--- config.mk ---
export PLATFORM = sky130hd
export DESIGN_NAME = data_mem_arbiter
export DESIGN_NICKNAME = d
export VERILOG_FILES = /design/src/rtl/mem_arb_pkg.sv /design/src/rtl/rr_arbiter.sv /design/src/rtl/data_mem_arbiter.sv
export SDC_FILE = /design/constraint.sdc
export NUM_CORES = 1
export LEC_CHECK = 0
export ABC_AREA = 1
export ABC_CLOCK_PERIOD_IN_PS = 1000
export BUFFER_PORTS_ARGS = -buffer_cell sky130_fd_sc_hd__buf_2
export CAP_MARGIN = 20
export CORE_AREA = 2 2 109 111
export CTS_CLUSTER_DIAMETER = 150
export CTS_CLUSTER_SIZE = 40
export DETAILED_ROUTE_END_ITERATION = 6
export DIE_AREA = 0 0 111 113
export PLACE_DENSITY = 0.57
export SLEW_MARGIN = 10
export SYNTH_ARGS = -nofsm -noshare
export SYNTH_HDL_FRONTEND = slang
export SYNTH_SLANG_ARGS = --single-unit
--- constraint.sdc ---
create_clock -name clk_i -period 1 [get_ports clk_i]
set_input_delay 0.05 -clock clk_i [delete_from_list [all_inputs] [get_ports clk_i]]
set_output_delay 0.05 -clock clk_i [all_outputs]
set_load 0.005 [all_outputs]
--- src/rtl/mem_arb_pkg.sv ---
// Purpose: shared types and defaults for the data-memory arbiter.
//   mem_req_t / rsp_tag_t describe the default (2 x 32-bit) configuration and
//   are the reference views of one RAM command and one response tag.
//   id_width() sizes requester-index fields for any NUM_REQ >= 2.
package mem_arb_pkg;

  localparam int NUM_REQ_DEF    = 2;
  localparam int ADDR_WIDTH_DEF = 32;
  localparam int DATA_WIDTH_DEF = 32;
  localparam int RD_LATENCY_DEF = 1;
  localparam int REQ_ID_W       = $clog2(NUM_REQ_DEF);

  typedef struct packed {
    logic                          we;
    logic [ADDR_WIDTH_DEF-1:0]     addr;
    logic [DATA_WIDTH_DEF/8-1:0]   be;
    logic [DATA_WIDTH_DEF-1:0]     wdata;
  } mem_req_t;

  typedef struct packed {
    logic                vld;
    logic [REQ_ID_W-1:0] id;
  } rsp_tag_t;

  function automatic int id_width(input int n);
    return (n <= 2) ? 1 : $clog2(n);
  endfunction

endpackage

--- src/rtl/rr_arbiter.sv ---
// Purpose: combinational request arbiter.
//   Round-robin search starts at i_ptr and wraps; with FIXED_PRIO != 0 the
//   search always starts at index 0 (lowest index wins) and i_ptr is ignored.
// Ports:
//   i_req  in  NUM_REQ  request vector
//   i_ptr  in  ID_W     highest-priority index (round-robin only)
//   o_gnt  out NUM_REQ  one-hot grant, zero when no request
//   o_id   out ID_W     encoded winner index, zero when no request
module rr_arbiter #(
  parameter int NUM_REQ    = 2,
  parameter int ID_W       = 1,
  parameter int FIXED_PRIO = 0
) (
  input  logic [NUM_REQ-1:0] i_req,
  input  logic [ID_W-1:0]    i_ptr,
  output logic [NUM_REQ-1:0] o_gnt,
  output logic [ID_W-1:0]    o_id
);

  logic w_found;

  // Index examined at search position 'off'.
  function automatic int slot(input int off, input int ptr);
    return (FIXED_PRIO != 0) ? off : (ptr + off) % NUM_REQ;
  endfunction

  always_comb begin
    o_gnt   = '0;
    o_id    = '0;
    w_found = 1'b0;
    for (int off = 0; off < NUM_REQ; off++) begin
      if (!w_found && i_req[slot(off, int'(i_ptr))]) begin
        w_found                     = 1'b1;
        o_gnt[slot(off, int'(i_ptr))] = 1'b1;
        o_id                        = ID_W'(slot(off, int'(i_ptr)));
      end
    end
  end

endmodule

--- src/rtl/data_mem_arbiter.sv ---
// Purpose: shares the RAM data port between NUM_REQ requesters using the
//   req/gnt/rvalid protocol. One access is granted per cycle and forwarded
//   combinationally; a RD_LATENCY-deep tag pipe routes each response back.
// Ports:
//   clk_i, rst_i                       clock, synchronous active-high reset
//   req_i/we_i/addr_i/be_i/wdata_i     per-requester command
//   gnt_o                              one-hot grant (same cycle as request)
//   rvalid_o, rdata_o                  response strobe per requester, shared data
//   mem_req_o/we/addr/be/wdata         RAM command
//   mem_rdata_i                        RAM read data, RD_LATENCY after mem_req_o
module data_mem_arbiter
  import mem_arb_pkg::*;
#(
  parameter int NUM_REQ    = NUM_REQ_DEF,
  parameter int ADDR_WIDTH = ADDR_WIDTH_DEF,
  parameter int DATA_WIDTH = DATA_WIDTH_DEF,
  parameter int RD_LATENCY = RD_LATENCY_DEF,
  parameter int FIXED_PRIO = 0
) (
  input  logic                                  clk_i,
  input  logic                                  rst_i,
  input  logic [NUM_REQ-1:0]                    req_i,
  input  logic [NUM_REQ-1:0]                    we_i,
  input  logic [NUM_REQ-1:0][ADDR_WIDTH-1:0]    addr_i,
  input  logic [NUM_REQ-1:0][DATA_WIDTH/8-1:0]  be_i,
  input  logic [NUM_REQ-1:0][DATA_WIDTH-1:0]    wdata_i,
  output logic [NUM_REQ-1:0]                    gnt_o,
  output logic [NUM_REQ-1:0]                    rvalid_o,
  output logic [DATA_WIDTH-1:0]                 rdata_o,
  output logic                                  mem_req_o,
  output logic                                  mem_we_o,
  output logic [ADDR_WIDTH-1:0]                 mem_addr_o,
  output logic [DATA_WIDTH/8-1:0]               mem_be_o,
  output logic [DATA_WIDTH-1:0]                 mem_wdata_o,
  input  logic [DATA_WIDTH-1:0]                 mem_rdata_i
);

  localparam int ID_W = id_width(NUM_REQ);

  typedef struct packed {
    logic            vld;
    logic [ID_W-1:0] id;
  } tag_t;

  logic [NUM_REQ-1:0] w_gnt;
  logic [ID_W-1:0]    w_id;
  logic [ID_W-1:0]    r_rr;
  tag_t               r_pipe [RD_LATENCY];

  rr_arbiter #(
    .NUM_REQ    (NUM_REQ),
    .ID_W       (ID_W),
    .FIXED_PRIO (FIXED_PRIO)
  ) u_arb (
    .i_req (req_i),
    .i_ptr (r_rr),
    .o_gnt (w_gnt),
    .o_id  (w_id)
  );

  assign gnt_o       = rst_i ? '0 : w_gnt;
  assign mem_req_o   = (|req_i) & ~rst_i;
  assign mem_we_o    = we_i[w_id];
  assign mem_addr_o  = addr_i[w_id];
  assign mem_be_o    = be_i[w_id];
  assign mem_wdata_o = wdata_i[w_id];
  assign rdata_o     = mem_rdata_i;

  // Pointer moves just past the winner; held when nothing is granted.
  always_ff @(posedge clk_i) begin
    if (rst_i) begin
      r_rr <= '0;
    end else if (|req_i) begin
      r_rr <= (w_id == ID_W'(NUM_REQ - 1)) ? '0 : w_id + ID_W'(1);
    end
  end

  always_ff @(posedge clk_i) begin
    if (rst_i) begin
      for (int i = 0; i < RD_LATENCY; i++) r_pipe[i] <= '0;
    end else begin
      r_pipe[0] <= {mem_req_o, w_id};
      for (int i = 1; i < RD_LATENCY; i++) r_pipe[i] <= r_pipe[i-1];
    end
  end

  // A response landing in a reset cycle belongs to a discarded access.
  always_comb begin
    rvalid_o = '0;
    if (r_pipe[RD_LATENCY-1].vld && !rst_i) rvalid_o[r_pipe[RD_LATENCY-1].id] = 1'b1;
  end

  always_ff @(posedge clk_i) begin
    if (!rst_i) begin
      assert ($onehot0(gnt_o));
      assert ((gnt_o & ~req_i) == '0);
    end
  end

endmodule

# After elaboration in Yosys (flattened, before gate mapping)
# Memory sizes are Yosys's and may differ from the RTL's.
# Index checks and enable logic that the tools add are counted.
[classes]
n_bitwise = 4
n_addsub = 2
muxes = 32
reduce_logical = 9
n_lt_le_gt_ge = 7
[ops]
columns = ["cell", "n"]
rows = [
  ["$mux 32", 4],
  ["$mux 1", 18],
  ["$mux 2", 5],
  ["$mux 4", 2],
  ["$lt 1x2->1 const B", 3],
  ["$logic_and 1x1->1", 5],
  ["$reduce_or 2->1", 2],
  ["$demux 1 s1", 3],
  ["$lt 2x3->1 const B", 1],
  ["$add 1x1->1 const B", 2],
  ["$ge 1x1->1 const B", 2],
  ["$ge 2x1->1 const B", 1],
  ["$logic_not 1->1", 2],
  ["$or 2x2->2", 1],
  ["$and 1x1->1", 1],
  ["$and 1x1->1 const A", 1],
  ["$not 1->1", 1],
]
[word_totals]
output_inout_bits = 106
ram_bits = 2
in_bits = 174
mem_count = 1
elab_cells = 56
regBits = 1
[mem_list]
columns = ["memory", "words", "width", "rd", "rd_ports_with_merged_regs", "write_ports", "line", "text"]
rows = [
  ["r_pipe", 1, 2, 1, 0, 1, "data_mem_arbiter.sv:48", "tag_t r_pipe [RD_LATENCY];"],
]

# Logic depth before layout (Yosys ltp)
[logic_depth]
word_depth = 9
depth_mapped = 6
mapped_depth_nobuf = 5

# Modules after synthesis
# From an unflattened synthesis, not the netlist that was laid out.
[unflattened]
hier_cells = 281
hier_area_um2 = 1291.2
[by_module_without_submodules]
columns = ["mod", "cells_each", "area_each_um2", "seq_area_each_um2", "n_inst"]
rows = [
  ["data_mem_arbiter", 276, 1262.5, 60.1, 1],
  ["rr_arbiter", 5, 28.8, 0.0, 1],
]

# Worst setup path after synthesis
# No wires, ideal clock.
[synth_path]
path_type = "register -> output"
startpoint = "register r_rr"
endpoint = "output port mem_wdata_o[2]"
path_stages_with_launch = 7
arrival_ns = 0.876
slack_ns = 0.074
required_ns = 0.950
path_buffers = 2
path_cell_list = "dfxtp_1 inv_2 nand2_4 buf_6 buf_8 nand3_2 nand2_2"
[synth_between]
elab_chain_len = 8
word_cells_on_any_way = 13
classes_between = "add/sub: 1; mux: 10; reduce/logical: 2"
[synth_rtl]
columns = ["item", "line", "text"]
rows = [
  ["start: declaration", "data_mem_arbiter.sv:47", "logic [ID_W-1:0] r_rr;"],
  ["start signal: assignment", "data_mem_arbiter.sv:74", "r_rr <= (w_id == ID_W'(NUM_REQ - 1)) ? '0 : w_id + ID_W'(1);"],
  ["$add 1x1->1 / $mux 1 (equally long branches)", "rr_arbiter.sv:24, rr_arbiter.sv:32", ""],
  ["$mux 1 (not written as such) (2 in a row)", "rr_arbiter.sv:32", "if (!w_found && i_req[slot(off, int'(i_ptr))]) begin"],
  ["$mux 1 (not written as such) / $logic_not 1->1 (equally long branches)", "rr_arbiter.sv:32", ""],
  ["$logic_and 1x1->1", "rr_arbiter.sv:32", ""],
  ["$mux 1 (*)", "rr_arbiter.sv:32", ""],
  ["$mux 32 (not written as such) (*) (2 in a row)", "data_mem_arbiter.sv:66", "assign mem_wdata_o = wdata_i[w_id];"],
  ["end: declaration", "data_mem_arbiter.sv:34", "output logic [DATA_WIDTH-1:0] mem_wdata_o,"],
]
# Mark *: on every way between the ends. The rest lies on a longest branch, timed or not. The select of a mux whose other input is x is not followed.

# Worst setup path after layout
[layout_path]
startpoint = "register r_rr"
endpoint = "output port mem_be_o[1]"
[layout_between]
elab_chain_len = 8
word_cells_on_any_way = 13
classes_between = "add/sub: 1; mux: 10; reduce/logical: 2"
[layout_rtl]
columns = ["item", "line", "text"]
rows = [
  ["$add 1x1->1 / $mux 1 (equally long branches)", "rr_arbiter.sv:24, rr_arbiter.sv:32", ""],
  ["$mux 1 (not written as such) (2 in a row)", "rr_arbiter.sv:32", ""],
  ["$mux 1 (not written as such) / $logic_not 1->1 (equally long branches)", "rr_arbiter.sv:32", ""],
  ["$logic_and 1x1->1", "rr_arbiter.sv:32", ""],
  ["$mux 1 (*)", "rr_arbiter.sv:32", ""],
  ["$mux 4 (not written as such) (*) (2 in a row)", "data_mem_arbiter.sv:65", "assign mem_be_o = be_i[w_id];"],
  ["end: declaration", "data_mem_arbiter.sv:33", "output logic [DATA_WIDTH/8-1:0] mem_be_o,"],
]
# Marks and branches as above.

==> metrics.yaml <==
status: "complete, but fails checks"
violations: "setup timing"
n_antenna_cell: 0
setup_viol_count_final: 70
synth-seq-cells: 3
worst-path-max-fanout: 6
cp-end-kind: "primary output"
powerDensity_nw_per_um2: 729.8
grt_pass1_wl_mm: 13.47
cts_root_buf: "clkbuf_16"
die_w_um: 111
drc: 0
ys_warn_count: 0
wl_per_cell_um: 14.84
ys_types: 16
seq_area_frac_synth_pct: 2.817
syn_area_um2: 2132
ys_async_sr_fraction_pct: 0
grt_max_degree: 29
nets: 656
fillCellCount: 1186
dp_hpwl_mm: 6.467
overflow: 0
finalWorstSetupSlack_ns: -0.3899
relSlewSlack_pct: 79.06
critPathRequiredTime_ns: 0.95
arrival_ns: 1.34
cts_tree: "built"
synthFlopType: "dfxtp_1"
antenna_left: 0
antenna_found_initial: 0
synth.area.top_cells: "nand2_4 32%, nand2_2 18%, nand3_1 14%"
finClkSkew_ns: 0.001176
drive_gt1_share_pct: 81.91
worst_pin_slew_ns: 0.3140
synth_edf_count: 0
ys_top_cells_by_count: "61 x nand2_4, 60 x nand2_2, 59 x nand3_1"
syn_area_per_cell_um2: 7.560
worstHoldStart: "rst_i"
fin_crit_sh_pct: 139.0
start_kind: "flip-flop"
rows: 39
intPower_mw: 1.704
power_switching_mw: 1.044
pwr-share-seq_pct: 4.9
clk_pin_slew_ns: 0.03
switching_share_pct: 37.99
grt_pass1_vias: 2654
hp-class: "input port to flip-flop"
rsz0062_at_grt: "true"
crit_start: "r_rr"
multi_input_area_um2: 1628
numClockSinks: 3
io_pins: 280
synth.top_cell.area_share_pct: 32.22
regArea_um2: 61.31
synth_top_area_cell: "nand2_4"
pre_cts_slack_ns: -0.1337
gp_congestion: 0.7939
core_um2: 11270
static-leakage-power_nw: 2.147
grt_util_all_layers_pct: 13.20
syn_nets: 456
htree_levels: 1
area_growth_pct: 76.58
final_max_slew_viol_count: 0
drt_first_pass_iters: 4
yosysMostFrequentCell: "nand2_4"
final-hold-violation-count: 0
crit_type: "flip-flop to primary output"
clk_latency_ns: 0.23
drt_iter0_markers: 79
r2r_start: "r_rr"
start_util_pct: 18.91
wirelength_mm: 9.259
period_minus_slack_ns: 1.390
die_h_um: 113
vias: 2619
post-route-util_pct: 33.40
clkPwrFrac_pct: 23.8
numCtsBuffers: 3
via_per_inst: 4.197
cts_buffer_depth: 2
die_area_um2: 12540
max_freq_mhz: 719.5
port_buffers: 215
power_frac_comb_pct: 71.3
ir_drop_mv: 1.118
maxCapViolations: 0
synthCells: 282
## routing by layer
| metal | up-vias | track usage, % | wire length [um] |
|---|---|---|---|
| met5 | - | 0 | 0 |
| met4 | 0 | 4.833 | 219 |
| met3 | 29 | 1.607 | 605 |
| met2 | 119 | 24.21 | 4765 |
| met1 | 1203 | 15.84 | 3668 |
| li1 | 1268 | - | - |
## final cells by class
class	instances	share of cell area [%]
flip-flops and latches	3	1.628
inverters	4	0.4653
clock buffers	4	2.094
well taps	143	4.752
multi-input cells	221	43.24
repair buffers	249	47.82
## cells by family (layout without fill, tap and decap cells)
logic type	after synthesis	in the layout	share of synthesized area [%]
buffers and inverters	58	257	22.54
flip-flops	3	3	2.817
AND/OR/NAND/NOR	220	220	74.41
AO/OA/AOI/OAI	1	1	0.2345
## cell usage in the layout (no fill, tap or decap)
cell type	synthesis	final
nand3_2	10	11
nand2_4	61	61
nand2_8	1	2
clkbuf_16	0	7
buf_4	33	9
nor2_1	8	8
nand3_1	59	58
dfxtp_1	3	2
clkbuf_1	0	1
buf_2	12	205
a21oi_1	1	1
buf_16	0	11
dfxtp_2	0	1
inv_1	3	3
buf_6	2	11
nand2_1	21	14
buf_12	6	9
inv_4	0	1
nand2_2	60	66
## through the flow
step / instances / total power [mW] / cell area, um^2 / hold WS, ns / setup TNS (ns)
final: 624 / 2.748 / 3765 / 0.05177 / -24.81
after global routing: 624 / 2.932 / 3765 / 0.06327 / -28.26
after CTS: 619 / 2.661 / 3588 / 0.04953 / -24.93
after detailed placement: 598 / 1.658 / 3074 / 0.1000 / -6.197
after global placement: 598 / 1.641 / 3074 / 0.1000 / -5.577
after floorplan: 282 / 1.085 / 2132 / 0.1224 / 0
## registers in the layout, summed over array words and instances (netlist names)
register,flops
r_pipe,2
r_rr,1
## power groups by stage
| stage | logic, mW | registers (mW) | clock network (mW) |
|---|---|---|---|
| after detailed placement | 1.52 | 0.134 | 0 |
| after global routing | 2.13 | 0.135 | 0.669 |
| after global placement | 1.51 | 0.134 | 0 |
| after CTS | 1.86 | 0.134 | 0.669 |
| after floorplan | 0.952 | 0.133 | 0 |
| final | 1.96 | 0.134 | 0.654 |
## final timing paths
path                  end  slack (ns)  cells after the start
max           mem_be_o[1]       -0.39                      8
min          r_pipe[0][0]        0.05                      2
min reg2reg          r_rr        0.55                      3
max reg2reg  r_pipe[0][0]        0.08                      5
## timing repair
item	4_1_cts	5_1_grt
setup buffers	9	0
gates resized for setup	26	13
setup endpoints to repair	72	72
hold buffers	0	0
pin swaps	2	2
cloned	8	5
## worst max-delay path: stages, from the launching register on
cell,delay (ns)
dfxtp_2,0.34
inv_4,0.05
nand2_8,0.08
nand2_8,0.09
buf_12,0.17
buf_16,0.15
nand2_4,0.06
nand2_2,0.04
buf_2,0.12
No activity file was read; power rests on OpenSTA's default activity.
